==> src/rtl/er_exec_sequencer_pkg.sv <==
// Shared types and constants for the proof-of-execution sequencer.
package apex_seq_pkg;
  typedef enum logic [2:0] {
    ST_IDLE,
    ST_ARMED,
    ST_RUN,
    ST_DONE,
    ST_ABORT
  } seq_state_e;

  localparam logic CFG_ER_MIN = 1'b0;
  localparam logic CFG_ER_MAX = 1'b1;
  localparam int   DEF_CNT_W  = 16;
endpackage

==> src/rtl/er_range_check.sv <==
// Inclusive address window hit: en && lo <= addr <= hi.
module er_range_check #(
  parameter int AW = 16
) (
  input  logic [AW-1:0] addr,
  input  logic          en,
  input  logic [AW-1:0] lo,
  input  logic [AW-1:0] hi,
  output logic          hit
);
  assign hit = en && (addr >= lo) && (addr <= hi);
endmodule

==> src/rtl/er_exec_sequencer.sv <==
// Sequences one proof-of-execution run over the ER and reports clean completion
// to the attestation engine through a req/ack handshake.
module er_exec_sequencer
  import apex_seq_pkg::*;
#(
  parameter int CNT_W = DEF_CNT_W
) (
  input  logic             clk,
  input  logic             reset_n,
  input  logic             cfg_wr,
  input  logic             cfg_addr,
  input  logic [15:0]      cfg_wdata,
  input  logic             arm,
  input  logic [15:0]      pc,
  input  logic [15:0]      data_addr,
  input  logic             data_en,
  input  logic [15:0]      dma_addr,
  input  logic             dma_en,
  input  logic             irq,
  input  logic             att_ack,
  output logic [15:0]      er_min,
  output logic [15:0]      er_max,
  output logic             exec,
  output logic             busy,
  output logic             cfg_err,
  output logic [CNT_W-1:0] run_cycles,
  output logic             att_req
);

  seq_state_e       state_q, state_d;
  logic [15:0]      er_min_q, er_min_d, er_max_q, er_max_d, prev_pc_q, prev_pc_d;
  logic [CNT_W-1:0] run_cycles_q, run_cycles_d;
  logic             exec_q, exec_d, busy_q, busy_d, cfg_err_q, cfg_err_d;
  logic             att_req_q, att_req_d;

  logic cpu_hit, dma_hit, viol, pc_in_er, bounds_ok, cfg_open, wr_en, arm_en;

  er_range_check u_cpu_chk (
    .addr (data_addr),
    .en   (data_en),
    .lo   (er_min_q),
    .hi   (er_max_q),
    .hit  (cpu_hit)
  );

  er_range_check u_dma_chk (
    .addr (dma_addr),
    .en   (dma_en),
    .lo   (er_min_q),
    .hi   (er_max_q),
    .hit  (dma_hit)
  );

  assign viol      = cpu_hit | dma_hit;
  assign pc_in_er  = (pc >= er_min_q) && (pc <= er_max_q);
  assign bounds_ok = (er_min_q <= er_max_q);

  // A violation in DONE swallows the whole cycle, including any config write or arm.
  assign cfg_open = (state_q == ST_IDLE) || (state_q == ST_ABORT) ||
                    ((state_q == ST_DONE) && !viol);
  assign wr_en    = cfg_open && cfg_wr;
  assign arm_en   = cfg_open && arm && !cfg_wr;

  always_ff @(posedge clk or negedge reset_n) begin
    if (!reset_n) state_q <= ST_IDLE;
    else          state_q <= state_d;
  end

  always_comb begin
    state_d = state_q;
    case (state_q)
      ST_IDLE, ST_DONE, ST_ABORT: begin
        if ((state_q == ST_DONE) && viol) state_d = ST_ABORT;
        else if (wr_en)                   state_d = ST_IDLE;
        else if (arm_en && bounds_ok)     state_d = ST_ARMED;
      end
      ST_ARMED: begin
        if (viol)                state_d = ST_ABORT;
        else if (pc == er_min_q) state_d = ST_RUN;
      end
      ST_RUN: begin
        if (viol || irq) state_d = ST_ABORT;
        else if (!pc_in_er)
          state_d = (prev_pc_q == er_max_q) ? ST_DONE : ST_ABORT;
      end
      default: state_d = ST_IDLE;
    endcase
  end

  always_comb begin
    er_min_d     = er_min_q;
    er_max_d     = er_max_q;
    prev_pc_d    = pc;
    run_cycles_d = run_cycles_q;
    cfg_err_d    = cfg_err_q;
    att_req_d    = att_req_q;
    if (wr_en && (cfg_addr == CFG_ER_MIN)) er_min_d = cfg_wdata;
    if (wr_en && (cfg_addr == CFG_ER_MAX)) er_max_d = cfg_wdata;
    if (arm_en) cfg_err_d = !bounds_ok;
    if (arm_en && bounds_ok)
      run_cycles_d = '0;
    else if ((state_q == ST_ARMED) && (state_d == ST_RUN))
      run_cycles_d = CNT_W'(1);
    else if ((state_q == ST_RUN) && (state_d == ST_RUN) && (run_cycles_q != '1))
      run_cycles_d = run_cycles_q + CNT_W'(1);
    // Request rises on completion, falls for good once acked, dies on leaving DONE.
    if (state_d != ST_DONE)      att_req_d = 1'b0;
    else if (state_q == ST_RUN)  att_req_d = 1'b1;
    else if (att_ack)            att_req_d = 1'b0;
    exec_d = (state_d == ST_DONE);
    busy_d = (state_d == ST_ARMED) || (state_d == ST_RUN);
  end

  always_ff @(posedge clk or negedge reset_n) begin
    if (!reset_n) begin
      er_min_q     <= '0;
      er_max_q     <= '0;
      prev_pc_q    <= '0;
      run_cycles_q <= '0;
      exec_q       <= 1'b0;
      busy_q       <= 1'b0;
      cfg_err_q    <= 1'b0;
      att_req_q    <= 1'b0;
    end else begin
      er_min_q     <= er_min_d;
      er_max_q     <= er_max_d;
      prev_pc_q    <= prev_pc_d;
      run_cycles_q <= run_cycles_d;
      exec_q       <= exec_d;
      busy_q       <= busy_d;
      cfg_err_q    <= cfg_err_d;
      att_req_q    <= att_req_d;
    end
  end

  assign er_min     = er_min_q;
  assign er_max     = er_max_q;
  assign exec       = exec_q;
  assign busy       = busy_q;
  assign cfg_err    = cfg_err_q;
  assign run_cycles = run_cycles_q;
  assign att_req    = att_req_q;

endmodule
==> config.mk <==
export PLATFORM = sky130hd
export DESIGN_NAME = er_exec_sequencer
export DESIGN_NICKNAME = d
export VERILOG_FILES = /design/src/rtl/er_exec_sequencer_pkg.sv /design/src/rtl/er_range_check.sv /design/src/rtl/er_exec_sequencer.sv
export SDC_FILE = /design/constraint.sdc
export NUM_CORES = 1
export LEC_CHECK = 0
export ABC_CLOCK_PERIOD_IN_PS = 3100
export CAP_MARGIN = 25
export CORE_MARGIN = 5
export CORE_UTILIZATION = 41
export CTS_CLUSTER_DIAMETER = 120
export DETAILED_ROUTE_END_ITERATION = 8
export MAX_ROUTING_LAYER = met4
export PLACE_DENSITY = 0.75
export SLEW_MARGIN = 10
export SYNTH_ARGS = -nofsm -noshare
export SYNTH_HDL_FRONTEND = slang
export SYNTH_SLANG_ARGS = --single-unit
==> constraint.sdc <==
create_clock -name clk -period 3.1 [get_ports clk]
set_input_delay 0.62 -clock clk [delete_from_list [all_inputs] [get_ports clk]]
set_output_delay 0.62 -clock clk [all_outputs]
set_load 0.02 [all_outputs]
# Word-level counts from Yosys, hierarchy flattened
# Cells that the tools add are included.
# op_classes
n_mul,0
eq_ne,11
reduce_logical,27
div_mod_pow,0
shifts,0
muxes,15
n_bitwise,2
magnitude_cmp,7
add_sub_neg,1
# op_table
cell,count
$le A16 B16 Y1,4
$ge A16 B16 Y1,3
$mux W16,3
$eq A16 B16 Y1,2
$mux W3,8
$add A16 B1 Y16 const B,1
$logic_and A1 B1 Y1,16
$ne A16 B16 Y1 const B,1
$eq A3 B2 Y1 const B,4
$pmux W3 S3,1
$eq A3 B1 Y1 const B,2
$reduce_bool A3 Y1,2
$logic_or A1 B1 Y1,4
$eq A3 B3 Y1 const B,1
$logic_not A1 Y1,3
$logic_not A3 Y1,1
$mux W1,3
$ne A3 B2 Y1 const B,1
$reduce_or A3 Y1,1
$not A1 Y1,1
$or A1 B1 Y1,1
# word_totals
reg_bits,71
word_cells,72
latch_bits,0
in_bits,73
ramBits,0
mem_count,0
mem_bits_ro,0
output_inout_bits,52

# Logic depth before layout (Yosys ltp)
# Gate-level depths: netlist of run 1.
# logic_depth
ltp_word,20
ltp_mapped,12
depth_no_buf,11

# By module
# A second synthesis of run 1 with hierarchy kept.
# hier_totals
cells_unflattened,632
hier_area_um2,5784.3
# modules_own_cells
mod,area_each_um2,n_inst,seq_area_each_um2,cells_each
er_exec_sequencer,4202.8,1,1776.7,406
er_range_check,790.8,2,0.0,113

# Worst setup path after synthesis of run 1
# No wires, ideal clock.
# synth_path
path_kind,input-to-reg
from,input port dma_addr[14]
to,register er_max_q[10] (netlist: er_max[10])
path_slack_ps,18
setup_ps,125
t_required_ps,2975
n_path_buf,2
cell_stages,11
arrival_time_ps,2957
cell_sequence,ha_1 -> a21oi_1 -> nand2_1 -> a221o_1 -> or3_1 -> a32oi_4 -> o32ai_4 -> and3_1 -> buf_4 -> buf_6 -> mux2_4
# synth_between
elab_chain_cells,9
word_cells_on_any_way,10
classes_between,order compare (2); bitwise (1); reduce/logical (7)
# synth_rtl
element,line,rtl
"start, declared",er_exec_sequencer.sv:17,"input logic [15:0] dma_addr,"
$ge A16 B16 Y1,er_range_check.sv:11,assign hit = en && (addr >= lo) && (addr <= hi);
$logic_and A1 B1 Y1,er_range_check.sv:11,
$logic_and A1 B1 Y1 (*),er_range_check.sv:11,
$or A1 B1 Y1 (*),er_exec_sequencer.sv:54,assign viol = cpu_hit | dma_hit;
$logic_not A1 Y1 (*),er_exec_sequencer.sv:60,((state_q == ST_DONE) && !viol);
$logic_and A1 B1 Y1 (*),er_exec_sequencer.sv:60,
$logic_or A1 B1 Y1 (*),er_exec_sequencer.sv:59,assign cfg_open = (state_q == ST_IDLE) || (state_q == ST_ABORT) ||
$logic_and A1 B1 Y1 (*),er_exec_sequencer.sv:61,assign wr_en = cfg_open && cfg_wr;
$logic_and A1 B1 Y1 (*),er_exec_sequencer.sv:98,if (wr_en && (cfg_addr == CFG_ER_MAX)) er_max_d = cfg_wdata;
"end signal, assigned",er_exec_sequencer.sv:126,er_max_q <= er_max_d;
"end, declared",er_exec_sequencer.sv:31,"logic [15:0] er_min_q, er_min_d, er_max_q, er_max_d, prev_pc_q, prev_pc_d;"
# Every way passes the cells marked *; elsewhere a longest branch is shown, timed or not.
# A chain may end at the register's enable or synchronous reset.

# Final worst setup path of run 1
# layout_path
from,input port data_addr[9]
to,register er_max_q[4] (netlist: er_max[4])
# layout_between
elab_chain_cells,9
word_cells_on_any_way,10
classes_between,order compare (2); bitwise (1); reduce/logical (7)
# layout_rtl
element,line,rtl
"start, declared",er_exec_sequencer.sv:15,"input logic [15:0] data_addr,"
$ge A16 B16 Y1,er_range_check.sv:11,
$logic_and A1 B1 Y1,er_range_check.sv:11,
$logic_and A1 B1 Y1 (*),er_range_check.sv:11,
$or A1 B1 Y1 (*),er_exec_sequencer.sv:54,
$logic_not A1 Y1 (*),er_exec_sequencer.sv:60,
$logic_and A1 B1 Y1 (*),er_exec_sequencer.sv:60,
$logic_or A1 B1 Y1 (*),er_exec_sequencer.sv:59,
$logic_and A1 B1 Y1 (*),er_exec_sequencer.sv:61,
$logic_and A1 B1 Y1 (*),er_exec_sequencer.sv:98,
# Marked as above.

==> flow_metrics.tcl, run 1 <==
set metrics [dict create \
    grt_pass1_vias 6265 \
    fin_nets 1026 \
    synth-edff-count 0 \
    syn_area_um2 5790 \
    p_leak_nw 4.17 \
    detail_route.wl_per_cell_um 20.7 \
    port_buffers 124 \
    dp.cells 985 \
    swShare 0.429 \
    worst_slew_pin_slew_ns 0.544 \
    fmax_ghz 0.314 \
    num_rows 43 \
    syn-instance-count 581 \
    core-area_um2 13900 \
    syn_to_final_growth_pct 56.8 \
    cts_inserted_buffers 9 \
    io_pins 125 \
    regToRegStartpoint "er_max[9]" \
    slew_headroom 0.634 \
    antenna_found_initial 1 \
    p_int_mw 3.91 \
    met1_length_um 8620 \
    r2r_cells 12 \
    fin_crit_ns 3.18 \
    dieWidth_um 129 \
    path_cells "clkdlybuf4s15_1 > ha_4 > nand4_1 > nor4_2 > buf_4 > a21boi_4 > o31a_1 > nor2b_4 > o32ai_4 > and3_4 > buf_12 > mux2_2" \
    post_drt_via_cell_ratio 5.80 \
    hpwl_um 15800 \
    route.detailed.drc 0 \
    first_pass_iters 5 \
    wl_um 21300 \
    drtAntennaViolNets 0 \
    vias 5947 \
    dieArea_um2 16600 \
    fillCellCount 1043 \
    rsz0062_at_grt "true" \
    synth_top_area_share 0.307 \
    slowest_delay_ns 0.35 \
    ys_seq_area_frac 0.307 \
    p_sw_mw 2.94 \
    place_congestion 0.949 \
    wl_met2_um 10200 \
    avgSynthCellArea_um2 9.97 \
    cp-start-kind "primary input" \
    tritoncts "yes" \
    postCtsHoldBufs 0 \
    wl_met3_um 1600 \
    yosys_warnings 0 \
    cts-root-buf "clkbuf_16" \
    start_util 0.417 \
    outcome "complete, but fails checks" \
    yosys.area.top_type "dfrtp_1" \
    period_share 1.03 \
    power.density_nw_per_um2 754 \
    fin_ws_ns -0.0797 \
    path_clk_slew_ns 0.06 \
    seq_power_share 0.199 \
    yosys_register_bits 71 \
    highest_layer "met4" \
    synth_area_leaders "dfrtp_1, ha_1, a21oi_1" \
    path_class "primary input to flop" \
    yosys.cell_types.count 65 \
    cp.required_ns 3.33 \
    finalSetupViolations 20 \
    combPwrFrac 0.645 \
    clk_path_buf_depth 2 \
    crit_family "simple AND/OR/NAND/NOR gates" \
    clk_latency_ns 0.35 \
    fp.dieH_um 129 \
    grt_use_total 0.264 \
    synth_flop_cell "dfrtp_1" \
    grt_max_degree 72 \
    cp_max_fo 6 \
    syn_nets 767 \
    r2r_end "er_max[4]" \
    clock_sinks 71 \
    hp-class "primary input to asynchronous set/reset pin" \
    crit_path_top_delay_cell "nor4_2" \
    fin_skew_ns 0.00717 \
    overflow 0 \
    layout-drive-gt1-share 0.316 \
    instances_no_fill 1026 \
    reg2reg_slack_ns -0.06 \
    vdd_drop_max_mv 0.347 \
    end_kind "flop" \
    grt_pass1_wl_um 33000 \
    cts_max_level 3 \
    dp_slack_ns -0.921 \
    drtIter0Drc 376 \
    drv_slew 0 \
    async_reset_ff_frac 1.00 \
    pwr-share-clk 0.156 \
    violations "negative setup slack" \
    drv_cap 0 \
    crit_buf_inv 3 \
    hold_viol_final 0 \
    arrival_ns 3.41 \
]
## power groups by stage
stage / registers [mW] / clock network, mW / logic [mW]
floorplan: 1.60 / 0 / 1.76
global placement: 1.35 / 0 / 3.63
detailed placement: 1.36 / 0 / 3.76
CTS: 1.35 / 1.09 / 4.15
global route: 1.39 / 1.13 / 4.77
finish: 1.36 / 1.07 / 4.42
## worst register-to-register path: cells and delay by family (launching register included)
kind	cells	cell delay [ns]
and+or+nand+nor	4	0.93
AOI/OAI and AO/OA	3	0.65
buffers and inverters	3	0.46
muxes	1	0.35
DFF	1	0.34
adders and majority gates	1	0.31
## cell type report
cell class / instances / area (um^2) / share of cell area
multi-input cells: 451 / 4290 / 0.472
repair buffers: 257 / 2290 / 0.252
flip-flops and latches: 71 / 1780 / 0.196
clock buffers: 10 / 239 / 0.0263
well taps: 180 / 225 / 0.0248
inverters: 50 / 194 / 0.0213
clock inverters: 6 / 67.6 / 0.00744
diodes: 1 / 2.50 / 0.000275
## flip-flops by register name, indices dropped and copies added (netlist names)
name,flops
er_max,16
er_min,16
prev_pc_q,16
run_cycles,16
state_q,3
att_req,1
busy,1
cfg_err,1
exec,1
## metal layers
layer,global-route usage,vias up
met3,0.0594,64
met5,-,-
li1,-,2724
met4,0.0982,0
met1,0.312,2872
met2,0.439,287
## cells by family (layout without fill, tap and decap cells)
| group | count (synthesis) | count (layout) | synth area share |
|---|---|---|---|
| other | 0 | 1 | 0 |
| xor gates and xnor gates | 17 | 17 | 0.0257 |
| DFF | 71 | 71 | 0.307 |
| buffers and inverters | 60 | 323 | 0.0428 |
| muxes | 33 | 33 | 0.0704 |
| AOI/OAI and AO/OA | 134 | 135 | 0.159 |
| adders and majority gates | 113 | 113 | 0.244 |
| and+or+nand+nor | 153 | 153 | 0.152 |
## Yosys cell counts, types with 2 or more instances
library cell and number:
dfrtp_1 71, or4_1 5, xnor2_1 17, nand2b_1 3, a21o_1 10, and2_1 5, or3_1 3, a221o_1 4
mux2_2 22, clkbuf_1 4, a211oi_1 2, o21a_1 2, nand2_1 29, nand4_2 2, nand4_1 30, and4_1 2
a21oi_1 58, and3_1 9, nor4_2 4, nor2b_1 8, buf_6 2, nor4_1 5, mux2_4 10, a31o_2 8
o21ai_0 19, ha_1 113, nor3_1 7, nor2_1 15, a2bb2oi_1 2, o31ai_1 7, a21boi_0 2, buf_2 2
inv_1 49, nand3_1 19
## how the worst max path moves through the flow
| stage | startpoint | to | slack (ns) | cells past startpoint |
|---|---|---|---|---|
| after CTS | er_max[15] | run_cycles[10] | 0.002 | 13 |
| after global routing | er_max[14] | er_max[4] | -0.15 | 12 |
| after floorplan | dma_addr[14] | er_max[10] | 0.02 | 11 |
| after global placement | data_addr[15] | er_max[4] | -0.89 | 12 |
| after detailed placement | data_addr[15] | er_max[4] | -0.92 | 12 |
| final | data_addr[9] | er_max[4] | -0.08 | 12 |
## timing repair
| action | CTS | global route |
|---|---|---|
| resized for setup | 103 | 38 |
| pin swaps | 48 | 13 |
| cloned | 2 | 0 |
| buffers inserted | 16 | 5 |
| endpoints found under the setup margin | 55 | 52 |
## cells in the final DEF, fill, tap and decap left out, types with 3 or more instances in the layout
master / synthesis / layout
a21o_1: 10 / 10
a21oi_1: 58 / 51
a21oi_2: 0 / 7
a221o_1: 4 / 4
a31o_2: 8 / 8
and2_1: 5 / 5
and3_1: 9 / 8
buf_12: 0 / 4
buf_4: 1 / 123
buf_6: 2 / 4
clkbuf_16: 0 / 9
clkdlybuf4s15_1: 0 / 4
clkdlybuf4s50_1: 0 / 83
clkinvlp_4: 0 / 3
dfrtp_1: 71 / 70
dlygate4sd2_1: 0 / 32
dlymetal6s2s_1: 0 / 3
ha_1: 113 / 100
ha_4: 0 / 13
inv_1: 49 / 45
inv_2: 1 / 3
mux2_2: 22 / 21
mux2_4: 10 / 11
nand2_1: 29 / 27
nand3_1: 19 / 19
nand4_1: 30 / 30
nor2_1: 15 / 14
nor2b_1: 8 / 7
nor3_1: 7 / 4
nor4_2: 4 / 4
nor4_4: 0 / 3
o21ai_0: 19 / 13
o21ai_1: 0 / 3
o21ai_2: 0 / 3
o31ai_1: 7 / 4
o31ai_4: 0 / 3
or4_1: 5 / 3
xnor2_1: 17 / 17
## stage by stage
stage	total power [mW]	TNS [ns]	hold slack [ns]	instance area, um^2	util
after floorplan	3.36	0	0.324	5790	-
after global placement	4.98	-40.56	0.525	8060	0.580
after detailed placement	5.11	-41.92	0.518	8060	0.580
after CTS	6.59	0	0.529	8860	0.638
after global routing	7.29	-5.25	0.368	9080	0.654
final	6.85	-0.781	0.320	9080	0.654
No activity file was read; power rests on OpenSTA's default activity.
==> inputs of run 2 (changes only) <==
Settings changed: CELL_PAD_IN_SITES_DETAIL_PLACEMENT from default to 1, CELL_PAD_IN_SITES_GLOBAL_PLACEMENT from default to 2, CORE_MARGIN 5 to default, CORE_UTILIZATION 41 to 29, PLACE_DENSITY 0.75 to 0.83.
==> flow_metrics.tcl, run 2 (synthesis results as in run 1) <==
set metrics [dict create \
    overflow 0 \
    path_clk_slew_ns 0.07 \
    cts-root-buf "clkbuf_16" \
    path_class "primary input to flop" \
    slew_headroom 0.599 \
    setup_tns_ns -0.421 \
    cp_max_fo 7 \
    final_common_cell "buf_4" \
    dieWidth_um 143 \
    io_pins 125 \
    postCtsHoldBufs 0 \
    vias 6000 \
    post_drt_via_cell_ratio 5.20 \
    rsz0062_at_grt "true" \
    hpwl_um 18400 \
    slowest_delay_ns 0.54 \
    grt_use_total 0.256 \
    dp.cells 1097 \
    diodes 0 \
    fin_skew_ns 0.0125 \
    fin_crit_ns 3.17 \
    drtIter0Drc 188 \
    p_leak_nw 4.38 \
    utilization 0.505 \
    port_buffers 124 \
    hp-class "primary input to asynchronous set/reset pin" \
    clk_path_buf_depth 2 \
    vdd_drop_max_mv 0.329 \
    outcome "complete, but fails checks" \
    crit_buf_inv 3 \
    cp.required_ns 3.39 \
    drtAntennaViolNets 0 \
    grt_pass1_vias 6677 \
    worst_slew_pin_slew_ns 0.596 \
    layout-drive-gt1-share 0.426 \
    period_share 1.02 \
    route.detailed.drc 0 \
    num_rows 51 \
    antenna_found_initial 0 \
    violations "negative setup slack" \
    syn_to_final_growth_pct 70.2 \
    start_util 0.297 \
    core-area_um2 19500 \
    end_kind "flop" \
    fmax_ghz 0.316 \
    fillCellCount 2144 \
    arrival_ns 3.45 \
    grt_max_degree 40 \
    path_cells "clkdlybuf4s15_1 > buf_4 > ha_4 > nand2_2 > nor4_4 > nand4b_1 > or3b_4 > o311ai_4 > buf_6 > o211ai_4 > or4_4 > a21oi_2" \
    dpl-instance-area_um2 8370 \
    power.density_nw_per_um2 785 \
    clk_latency_ns 0.36 \
    drv_slew 0 \
    final_cell_mix "buf_4, clkdlybuf4s50_1, ha_1" \
    drv_cap 0 \
    clock_sinks 71 \
    detail_route.wl_per_cell_um 22.1 \
    fin_nets 1070 \
    cts_inserted_buffers 9 \
    fin_ws_ns -0.0662 \
    cts_max_level 3 \
    dp_slack_ns -1.08 \
    tritoncts "yes" \
    crit_family "simple AND/OR/NAND/NOR gates" \
    dieArea_um2 20500 \
    first_pass_iters 4 \
    wl_um 25500 \
    place_congestion 0.904 \
    final_area_um2 9860 \
    cp-start-kind "primary input" \
    finalSetupViolations 21 \
    hold_viol_final 0 \
    instances_no_fill 1154 \
    grt_pass1_wl_um 37700 \
    crit_path_top_delay_cell "or4_4" \
    fp.dieH_um 143 \
]
==> run 2: cell types whose count changed in the layout (fill, tap and decap cells not counted), sizes merged <==
cell           delta
inv               +2
clkbuf           +16
dlygate4sd2      -14
clkinv            -2
buf              +44
clkdlybuf4s15     +5
clkdlybuf4s50     -4
dlymetal6s2s      -3
diode             -1
==> run 2: layout make-up <==
type	instances	area, um^2	share of cell area
Timing Repair Buffer	300	2580	0.262
Multi-Input combinational cell	451	4640	0.471
Timing Repair inverter	1	7.51	0.000762
Inverter	50	206	0.0209
Clock inverter	5	63.8	0.00647
Sequential cell	71	1780	0.181
Tap cell	265	332	0.0336
Clock buffer	11	243	0.0246
==> run 2: report_power, final <==
group | total, mW | leakage [nW] | switching (mW) | internal [mW]
Sequential | 1.36 | 0.875 | 0.215 | 1.15
Clock | 1.13 | 0.147 | 0.472 | 0.655
Combinational | 5.26 | 3.35 | 2.64 | 2.62
Total | 7.74 | 4.38 | 3.32 | 4.42
==> run 2: through the flow <==
stage	total power [mW]	hold WS (ns)
after global placement	5.27	0.481
after detailed placement	5.42	0.488
after global routing	8.25	0.114
after CTS	7.15	0.113
final	7.74	0.108
after floorplan	3.36	0.324
==> run 2: routing by layer <==
metal	GRT usage	vias to the layer above	share of wire
met3	0.0500	40	0.048
met4	0.0873	0	0.027
li1	-	2804	-
met5	-	-	0
met1	0.300	2988	0.42
met2	0.438	168	0.50
==> run 2: repair_timing <==
action                     4_1_cts  5_1_grt
pin swaps                       69       26
resized for setup              156      102
setup buffers                   21       18
gates cloned                     4        0
setup endpoints to repair       55       51
==> run 2: final timing paths <==
check                           slack [ns]  cells past startpoint  startpoint            end
min in group clk                      0.41                      1       pc[0]   prev_pc_q[0]
max in group asynchronous             2.16                      2     reset_n      er_min[0]
worst min register to register        0.54                      2     cfg_err        cfg_err
worst min-delay path                  0.11                      1     reset_n     er_min[11]
worst max-delay path                 -0.07                     12       pc[5]  run_cycles[7]
worst max register to register       -0.05                     12  er_min[10]  run_cycles[7]
==> inputs of run 3 (changes only) <==
Settings changed: GPL_ROUTABILITY_DRIVEN from default to 0.
==> flow_metrics.tcl, run 3 (synthesis results as in run 1) <==
set metrics [dict create \
    fp.dieH_um 143 \
    diodes 0 \
    drv_cap 0 \
    fin_crit_ns 3.36 \
    outcome "complete, but fails checks" \
    final_area_um2 9680 \
    fin_nets 1053 \
    reg2reg_slack_ns -0.10 \
    drtAntennaViolNets 0 \
    wl_um 26100 \
    tritoncts "yes" \
    post_drt_via_cell_ratio 5.38 \
    power.density_nw_per_um2 773 \
    vdd_drop_max_mv 0.276 \
    clock_sinks 71 \
    hpwl_um 18200 \
    syn_to_final_growth_pct 67.1 \
    path_clk_slew_ns 0.06 \
    end_kind "flop" \
    period_share 1.08 \
    worst_slew_pin_slew_ns 0.480 \
    fin_ws_ns -0.261 \
    dieWidth_um 143 \
    start_util 0.297 \
    cp-start-kind "primary input" \
    drtIter0Drc 321 \
    num_rows 51 \
    instances_no_fill 1137 \
    arrival_ns 3.61 \
    p_leak_nw 4.30 \
    final_cell_mix "buf_4, ha_1, clkdlybuf4s50_1" \
    fin_skew_ns 0.00924 \
    hold_viol_final 0 \
    overflow 0 \
    io_pins 125 \
    fillCellCount 2167 \
    vias 6116 \
    rsz0062_at_grt "true" \
    dp_slack_ns -0.951 \
    grt_max_degree 72 \
    core-area_um2 19500 \
    dpl-instance-area_um2 8280 \
    cts_max_level 3 \
    route.detailed.drc 0 \
    finalSetupViolations 47 \
    antenna_found_initial 0 \
    grt_pass1_wl_um 38800 \
    drv_slew 0 \
    first_pass_iters 4 \
    fmax_ghz 0.297 \
    grt_use_total 0.264 \
    slew_headroom 0.677 \
    violations "negative setup slack" \
    cts-root-buf "clkbuf_16" \
    cts_inserted_buffers 9 \
    cp.required_ns 3.34 \
    path_class "primary input to flop" \
    cp_max_fo 5 \
    layout-drive-gt1-share 0.406 \
    dp.cells 1089 \
    clk_latency_ns 0.37 \
    grt_pass1_vias 6952 \
    port_buffers 124 \
    postCtsHoldBufs 0 \
    detail_route.wl_per_cell_um 22.9 \
    hp-class "primary input to asynchronous set/reset pin" \
    dieArea_um2 20500 \
    clk_path_buf_depth 2 \
    final_common_cell "buf_4" \
]
[run 3: worst max-delay path, stage by stage]
cell	delay, ns
clkdlybuf4s50_1	0.45
inv_1	0.07
ha_1	0.30
nand2b_1	0.18
a21oi_1	0.29
o21ai_0	0.21
nand3_1	0.15
buf_4	0.13
a32oi_4	0.12
o32ai_4	0.26
and3_4	0.27
buf_12	0.12
buf_12	0.13
mux2_4	0.30
[run 3: worst paths after layout]
kind                              from             to  cells past startpoint
setup / recovery           dma_addr[0]      er_max[5]                     14
hold / removal                 reset_n   prev_pc_q[6]                      2
setup reg to reg             er_max[7]  run_cycles[7]                     12
hold reg to reg                cfg_err        cfg_err                      2
max in group asynchronous      reset_n     er_min[15]                      3
min in group clk                 pc[1]   prev_pc_q[1]                      2
[run 3: metal layers]
metal / share of wire / track usage
met2: 0.50 / 0.453
met1: 0.40 / 0.295
met3: 0.055 / 0.0417
met4: 0.044 / 0.143
met5: 0 / -
[run 3: layout make-up]
| type | count | area [um^2] | area share |
|---|---|---|---|
| multi-input combinational | 451 | 4560 | 0.471 |
| clock inverter | 6 | 70.1 | 0.00724 |
| timing repair inverter | 1 | 7.51 | 0.000776 |
| timing repair buffer | 283 | 2500 | 0.259 |
| inverter | 50 | 195 | 0.0202 |
| sequential | 71 | 1780 | 0.184 |
| clock buffer | 10 | 229 | 0.0237 |
| tap | 265 | 332 | 0.0343 |
[run 3: what timing repair did]
action                     CTS  global route
setup buffers               20             9
cloned                       4             0
pin swaps                   65            28
setup endpoints to repair   55            50
gates resized for setup    167            71
[run 3: through the flow]
stage	total power [mW]	hold WS, ns	setup TNS [ns]	util
floorplan	3.36	0.324	0	-
global placement	5.16	0.529	-44.49	0.424
detailed placement	5.37	0.531	-45.87	0.424
CTS	7.07	0.545	0	0.482
global route	7.88	0.339	-9.78	0.496
finish	7.48	0.289	-8.41	0.496
[run 3: where the power goes]
part / leakage, nW / internal [mW] / switching, mW
Sequential: 0.878 / 1.14 / 0.218
Clock: 0.147 / 0.628 / 0.452
Combinational: 3.28 / 2.41 / 2.63
Total: 4.30 / 4.18 / 3.30
